===== config.mk =====
export PLATFORM = sky130hd
export DESIGN_NAME = bus_timer_device
export DESIGN_NICKNAME = d
export VERILOG_FILES = /design/src/rtl/timer_pkg.sv /design/src/rtl/timer_prescaler.sv /design/src/rtl/bus_timer_device.sv
export SDC_FILE = /design/constraint.sdc
export NUM_CORES = 1
export LEC_CHECK = 0
export ABC_CLOCK_PERIOD_IN_PS = 4700
export BUFFER_PORTS_ARGS = -buffer_cell sky130_fd_sc_hd__buf_2
export CELL_PAD_IN_SITES_DETAIL_PLACEMENT = 0
export CELL_PAD_IN_SITES_GLOBAL_PLACEMENT = 2
export CORE_MARGIN = 4
export CORE_UTILIZATION = 32
export CTS_BUF_LIST = sky130_fd_sc_hd__clkbuf_4 sky130_fd_sc_hd__clkbuf_8
export DETAILED_ROUTE_END_ITERATION = 8
export HOLD_SLACK_MARGIN = 0.15
export PLACE_DENSITY = 0.89
export SLEW_MARGIN = 10
export SYNTH_ARGS = -nofsm -noshare
export SYNTH_HDL_FRONTEND = slang
export SYNTH_SLANG_ARGS = --single-unit

===== constraint.sdc =====
create_clock -name clk -period 4.7 [get_ports clk]
set_clock_uncertainty 0.2 [all_clocks]
set_input_delay 0.235 -clock clk [delete_from_list [all_inputs] [get_ports clk]]
set_output_delay 0.235 -clock clk [all_outputs]
set_load 0.02 [all_outputs]

===== src/rtl/timer_pkg.sv =====
// Register map, TCTL bit layout and offset decode shared by the timer peripheral.
`default_nettype none

package timer_pkg;

  localparam logic [3:0] TCNT_OFS = 4'h0;
  localparam logic [3:0] TLIM_OFS = 4'h4;
  localparam logic [3:0] TCTL_OFS = 4'h8;

  localparam int READY_BIT   = 0;
  localparam int OVERRUN_BIT = 1;
  localparam int IE_BIT      = 4;

  // Only these TCTL bits exist; everything else reads as zero.
  localparam logic [31:0] TCTL_WMASK = 32'h0000_0013;

  typedef enum logic [1:0] {
    REG_TCNT = 2'd0,
    REG_TLIM = 2'd1,
    REG_TCTL = 2'd2,
    REG_NONE = 2'd3
  } reg_sel_e;

  function automatic reg_sel_e decode_ofs(input logic [3:0] ofs);
    case (ofs)
      TCNT_OFS: decode_ofs = REG_TCNT;
      TLIM_OFS: decode_ofs = REG_TLIM;
      TCTL_OFS: decode_ofs = REG_TCTL;
      default:  decode_ofs = REG_NONE;
    endcase
  endfunction

endpackage

`default_nettype wire


===== src/rtl/timer_prescaler.sv =====
// Tick generator: counts 0..DIV-1 and pulses tick for one cycle on the last count.
`default_nettype none

module timer_prescaler #(
  parameter logic [31:0] DIV = 32'd50000,
  parameter int          W   = 32
) (
  input  logic clk,
  input  logic reset,
  input  logic clr,
  output logic tick
);

  logic [W-1:0] cnt;

  assign tick = (cnt == W'(DIV - 32'd1));

  always_ff @(posedge clk or posedge reset) begin
    if (reset) begin
      cnt <= '0;
    end else if (clr || tick) begin
      cnt <= '0;
    end else begin
      cnt <= cnt + W'(1);
    end
  end

endmodule

`default_nettype wire


===== src/rtl/bus_timer_device.sv =====
// Memory-mapped timer (TCNT/TLIM/TCTL) with level interrupt and acknowledge ID.
// Optional tick prescaler enabled by defining TIMER_PRESCALE_EN.
`default_nettype none

module bus_timer_device
  import timer_pkg::*;
#(
  parameter int          DBITS     = 32,
  parameter logic [31:0] BASE_ADDR = 32'hF000_0020,
  parameter logic [31:0] DEV_ID    = 32'h0000_0001,
  parameter logic [31:0] CLK_DIV   = 32'd50000
) (
  input  logic             clk,
  input  logic             reset,
  input  logic [DBITS-1:0] memAddrBus,
  input  logic [DBITS-1:0] dataBusIn,
  input  logic             weBus,
  input  logic             reBus,
  output logic [DBITS-1:0] dataBusOut,
  output logic             intr,
  input  logic             inta,
  output logic [DBITS-1:0] idn
);

  logic [DBITS-1:0] tcnt;
  logic [DBITS-1:0] tlim;
  logic             ready;
  logic             overrun;
  logic             ie;

  logic             in_window;
  reg_sel_e         rsel;
  logic             sel;
  logic             wr_tcnt;
  logic             wr_tlim;
  logic             wr_tctl;
  logic             tick;
  logic             advance;
  logic             wrap;
  logic [DBITS-1:0] tctl_word;

  assign in_window = (memAddrBus[DBITS-1:4] == BASE_ADDR[DBITS-1:4]);
  assign rsel      = in_window ? decode_ofs(memAddrBus[3:0]) : REG_NONE;
  assign sel       = (reBus || weBus) && (rsel != REG_NONE);
  assign wr_tcnt   = weBus && sel && (rsel == REG_TCNT);
  assign wr_tlim   = weBus && sel && (rsel == REG_TLIM);
  assign wr_tctl   = weBus && sel && (rsel == REG_TCTL);

`ifdef TIMER_PRESCALE_EN
  timer_prescaler #(
    .DIV (CLK_DIV),
    .W   (DBITS)
  ) u_prescaler (
    .clk   (clk),
    .reset (reset),
    .clr   (wr_tcnt),
    .tick  (tick)
  );
`else
  logic unused_clk_div;
  assign unused_clk_div = ^CLK_DIV;
  assign tick           = 1'b1;
`endif

  // A software write to TCNT swallows the tick; the compare always sees the current TLIM.
  assign advance = tick && (tlim != '0) && !wr_tcnt;
  assign wrap    = advance && (tcnt == tlim - DBITS'(1));

  always_ff @(posedge clk or posedge reset) begin
    if (reset) begin
      tcnt    <= '0;
      tlim    <= '0;
      ready   <= 1'b0;
      overrun <= 1'b0;
      ie      <= 1'b0;
    end else begin
      if (wr_tcnt) begin
        tcnt <= dataBusIn;
      end else if (advance) begin
        tcnt <= wrap ? '0 : tcnt + DBITS'(1);
      end

      if (wr_tlim) begin
        tlim <= dataBusIn;
      end

      // Hardware set beats a simultaneous software clear so no wrap is lost.
      if (wrap) begin
        ready <= 1'b1;
      end else if (wr_tctl && !dataBusIn[READY_BIT]) begin
        ready <= 1'b0;
      end

      if (wrap && ready) begin
        overrun <= 1'b1;
      end else if (wr_tctl && !dataBusIn[OVERRUN_BIT]) begin
        overrun <= 1'b0;
      end

      if (wr_tctl) begin
        ie <= dataBusIn[IE_BIT];
      end
    end
  end

  always_comb begin
    tctl_word              = '0;
    tctl_word[READY_BIT]   = ready;
    tctl_word[OVERRUN_BIT] = overrun;
    tctl_word[IE_BIT]      = ie;
    tctl_word              = tctl_word & DBITS'(TCTL_WMASK);
  end

  always_comb begin
    dataBusOut = '0;
    if (reBus && sel) begin
      case (rsel)
        REG_TCNT: dataBusOut = tcnt;
        REG_TLIM: dataBusOut = tlim;
        REG_TCTL: dataBusOut = tctl_word;
        default:  dataBusOut = '0;
      endcase
    end
  end

  assign intr = ready && ie;
  assign idn  = (inta && intr) ? DBITS'(DEV_ID) : '0;

endmodule

`default_nettype wire


==> flow_summary_export.csv <==
group,metric,value,unit
outcome,outcome,"completed",
logic_synthesis,synthTopCellsByCount,"99 x nor2_1, 67 x dfrtp_1, 49 x a21oi_1",
sta,hold_ws,0.241,ns
critical_path,path_class,"flip-flop to flip-flop",
logic_synthesis,synth_most_common_cell,"nor2_1",
route,drtIter0Drc,242,
cts,cts_tree,"yes",
grt,grt_use_total,17.1,%
min_path,hold_class,"primary input to flip-flop",
critical_path,cp-start-kind,"flip-flop",
grt,grt_pass1_vias,5203,
power,power_leakage,3.11,nW
route,firstDrtPassIters,5,
logic_synthesis,synth_top_area_cell,"dfrtp_1",
sta,finalSetupTns,0,ns
cts,cts.sinks,67,
grt,grt_overflow_total,0,
floorplanning,dieArea,0.0195,mm2
critical_path,cp-end-kind,"flip-flop",
logic_synthesis,ys.flop_type,"dfrtp_1",
sta,max_slew_margin,32.9,%
grt,grt_pass1_wl,27300,um
cts,clockRootBuffer,"clkbuf_8",
logic_synthesis,ys_seq_elements,67,
place,hpwl,12100,um
run,drv_cap,0,
route,wl_met2,7760,um
route,drcViolationCount,0,
sta,hold_viol_final,0,
sta,rsz0062_at_grt,"false",
place,placed_area,0.00609,mm2
sta,slew_violations,0,
grt,grt_max_degree,45,
place,port-buffer-count,102,
layout,syn2layout_area_growth,19.7,%
sta,setup_viol,0,
sta,worst_pin_slew,1.01,ns
route,via_count,5253,
floorplanning,die_h,139,um
grt,antenna_found_initial,0,
power,pwr_density_cell,177,mW/mm2
power,ir_worst_vdd,95.7,uV
logic_synthesis,synth.distinct_cells,60,
floorplanning,core,0.0168,mm2
route,ant_nets,0,
logic_synthesis,synth_area_leaders,"dfrtp_1 30%, mux2_2 6.9%, nor2_1 6.7%, mux2i_1 6.5%, buf_4 4.6%",
route,drt-met1-wl,7800,um
route,wl_met3,744,um
sta,min_period,4.00,ns
sta,max_freq,250,MHz
logic_synthesis,netlist.area_leader.share,30.3,%
cts,cts_setup_buffers,0,
cts,cts_made_buffers,9,
layout,layout-drive-gt1-share,22.3,%
layout,nNetsFinal,863,
route,top_layer,"met4",
critical_path,crit_path_max_fanout,41,
logic_synthesis,yosysSeqAreaShare,30.3,%
floorplanning,fp.dieW,139,um
route,wl_per_cell,16.2,um
place,place.gp.congestion,0.801,
route,wirelength,16500,um
logic_synthesis,syn_area,0.00553,mm2
cts,hold_buffers,35,
floorplanning,row_count,47,
route,via_per_inst,5.18,
cts,htree_levels,3,
critical_path,critPathArrivalTime,4.03,ns
critical_path,cp.required,4.73,ns
floorplanning,pin_count,134,
cts,clkTransAtPathRegs,0.08,ns
logic_synthesis,yosysWarnings,0,
cts,ctsResizeCount,0,
layout,antenna_cells,0,
logic_synthesis,synth_edf_count,0,
logic_synthesis,synthCells,682,
logic_synthesis,syn_avg_cell_area,8.11,um2
cts,clkLatencyLatePin,0.37,ns
logic_synthesis,async_flop_share,100,%
sta,min_period_over_period,85.2,%
layout,final_area,0.00662,mm2
floorplanning,start_util,33.0,%
cts,clk_path_buf_depth,2,
==> stage by stage <==
stage                     power [mW]  util (%)  setup slack, ns  std cells
after floorplan                0.654         -             1.24        712
after global placement         0.676      36.3            0.817        966
after detailed placement       0.676      36.3            0.730        966
after CTS                       1.19      39.5            0.692       1015
after global routing            1.22      39.5            0.254       1015
final                           1.17      39.5            0.696       1015
==> power breakdown <==
| part | switching, mW | total, mW | internal, mW |
|---|---|---|---|
| Combinational | 0.0613 | 0.109 | 0.0480 |
| Clock | 0.229 | 0.487 | 0.258 |
| Sequential | 0.000000262 | 0.576 | 0.576 |
==> flip-flops by register name, indices dropped and copies added, names as in the netlist <==
register	count
ie	1
tcnt	32
overrun	1
ready	1
tlim	32
==> final cells by class <==
cell class	count	area, um2
flip-flops and latches	67	1680
clock buffers	11	145
inverters	9	33.8
multi-input cells	552	3470
well taps	220	275
clock inverters	3	40.0
fillers	1780	10100
repair buffers	153	981
==> cell usage in the layout (no fill, tap or decap), drive strengths merged, types with 4 or more instances in the layout <==
cell,count
o21ai,35
o31ai,4
inv,9
nor4b,7
dlygate4sd3,35
a31oi,5
xnor2,19
or4,8
conb,31
nor2,99
nand2b,5
nand3,17
a21oi,49
a22oi,18
and3,20
xor2,17
mux2,34
nor3,35
nand2,29
nand4,12
nor4,19
nor2b,9
dfrtp,67
mux2i,36
buf,118
or3,5
clkbuf,11
==> cell families after synthesis <==
| logic type | after synthesis | share of synthesized area (%) |
|---|---|---|
| flip-flops | 67 | 30.3 |
| XOR/XNOR | 36 | 5.70 |
| AO/OA/AOI/OAI | 130 | 14.4 |
| buffers and inverters | 93 | 9.00 |
| adder cells (fa/ha/maj) | 2 | 0.452 |
| multiplexers | 70 | 13.4 |
| AND/OR/NAND/NOR | 283 | 26.7 |
| other | 1 | 0.0678 |
==> worst max-delay path: stages, from the launching register on <==
cell and delay, ns:
dfrtp_1 0.54, nor4_2 0.32, buf_4 0.17, nand4_1 0.23
or4b_1 0.64, xnor2_1 0.15, o311ai_1 0.27, nand4b_1 0.19
a2111oi_4 0.23, buf_4 0.46, o21ai_1 0.14, a22oi_1 0.21
a21oi_1 0.09
==> final timing paths <==
kind / start / to / slack (ns) / cells past startpoint
min in group asynchronous: reset / overrun$_DFFE_PP0P_ / 0.43 / 3
worst max-delay path: tlim[7]$_DFFE_PP0P_ / tcnt[13]$_DFFE_PP0P_ / 0.70 / 12
worst min-delay path: memAddrBus[8] / ie$_DFFE_PP0P_ / 0.24 / 5
worst max register to register: tlim[7]$_DFFE_PP0P_ / tcnt[13]$_DFFE_PP0P_ / 0.70 / 12
worst min register to register: ie$_DFFE_PP0P_ / ie$_DFFE_PP0P_ / 0.36 / 1
max in group asynchronous: reset / tcnt[19]$_DFFE_PP0P_ / 2.95 / 4
==> metal layers <==
| metal | vias up | GRT usage, % |
|---|---|---|
| met5 | - | 0 |
| met4 | 0 | 3.71 |
| met3 | 11 | 2.85 |
| met2 | 128 | 27.5 |
| met1 | 2509 | 24.2 |
| li1 | 2605 | - |
Note: power is estimated with default switching activity, not from simulation.
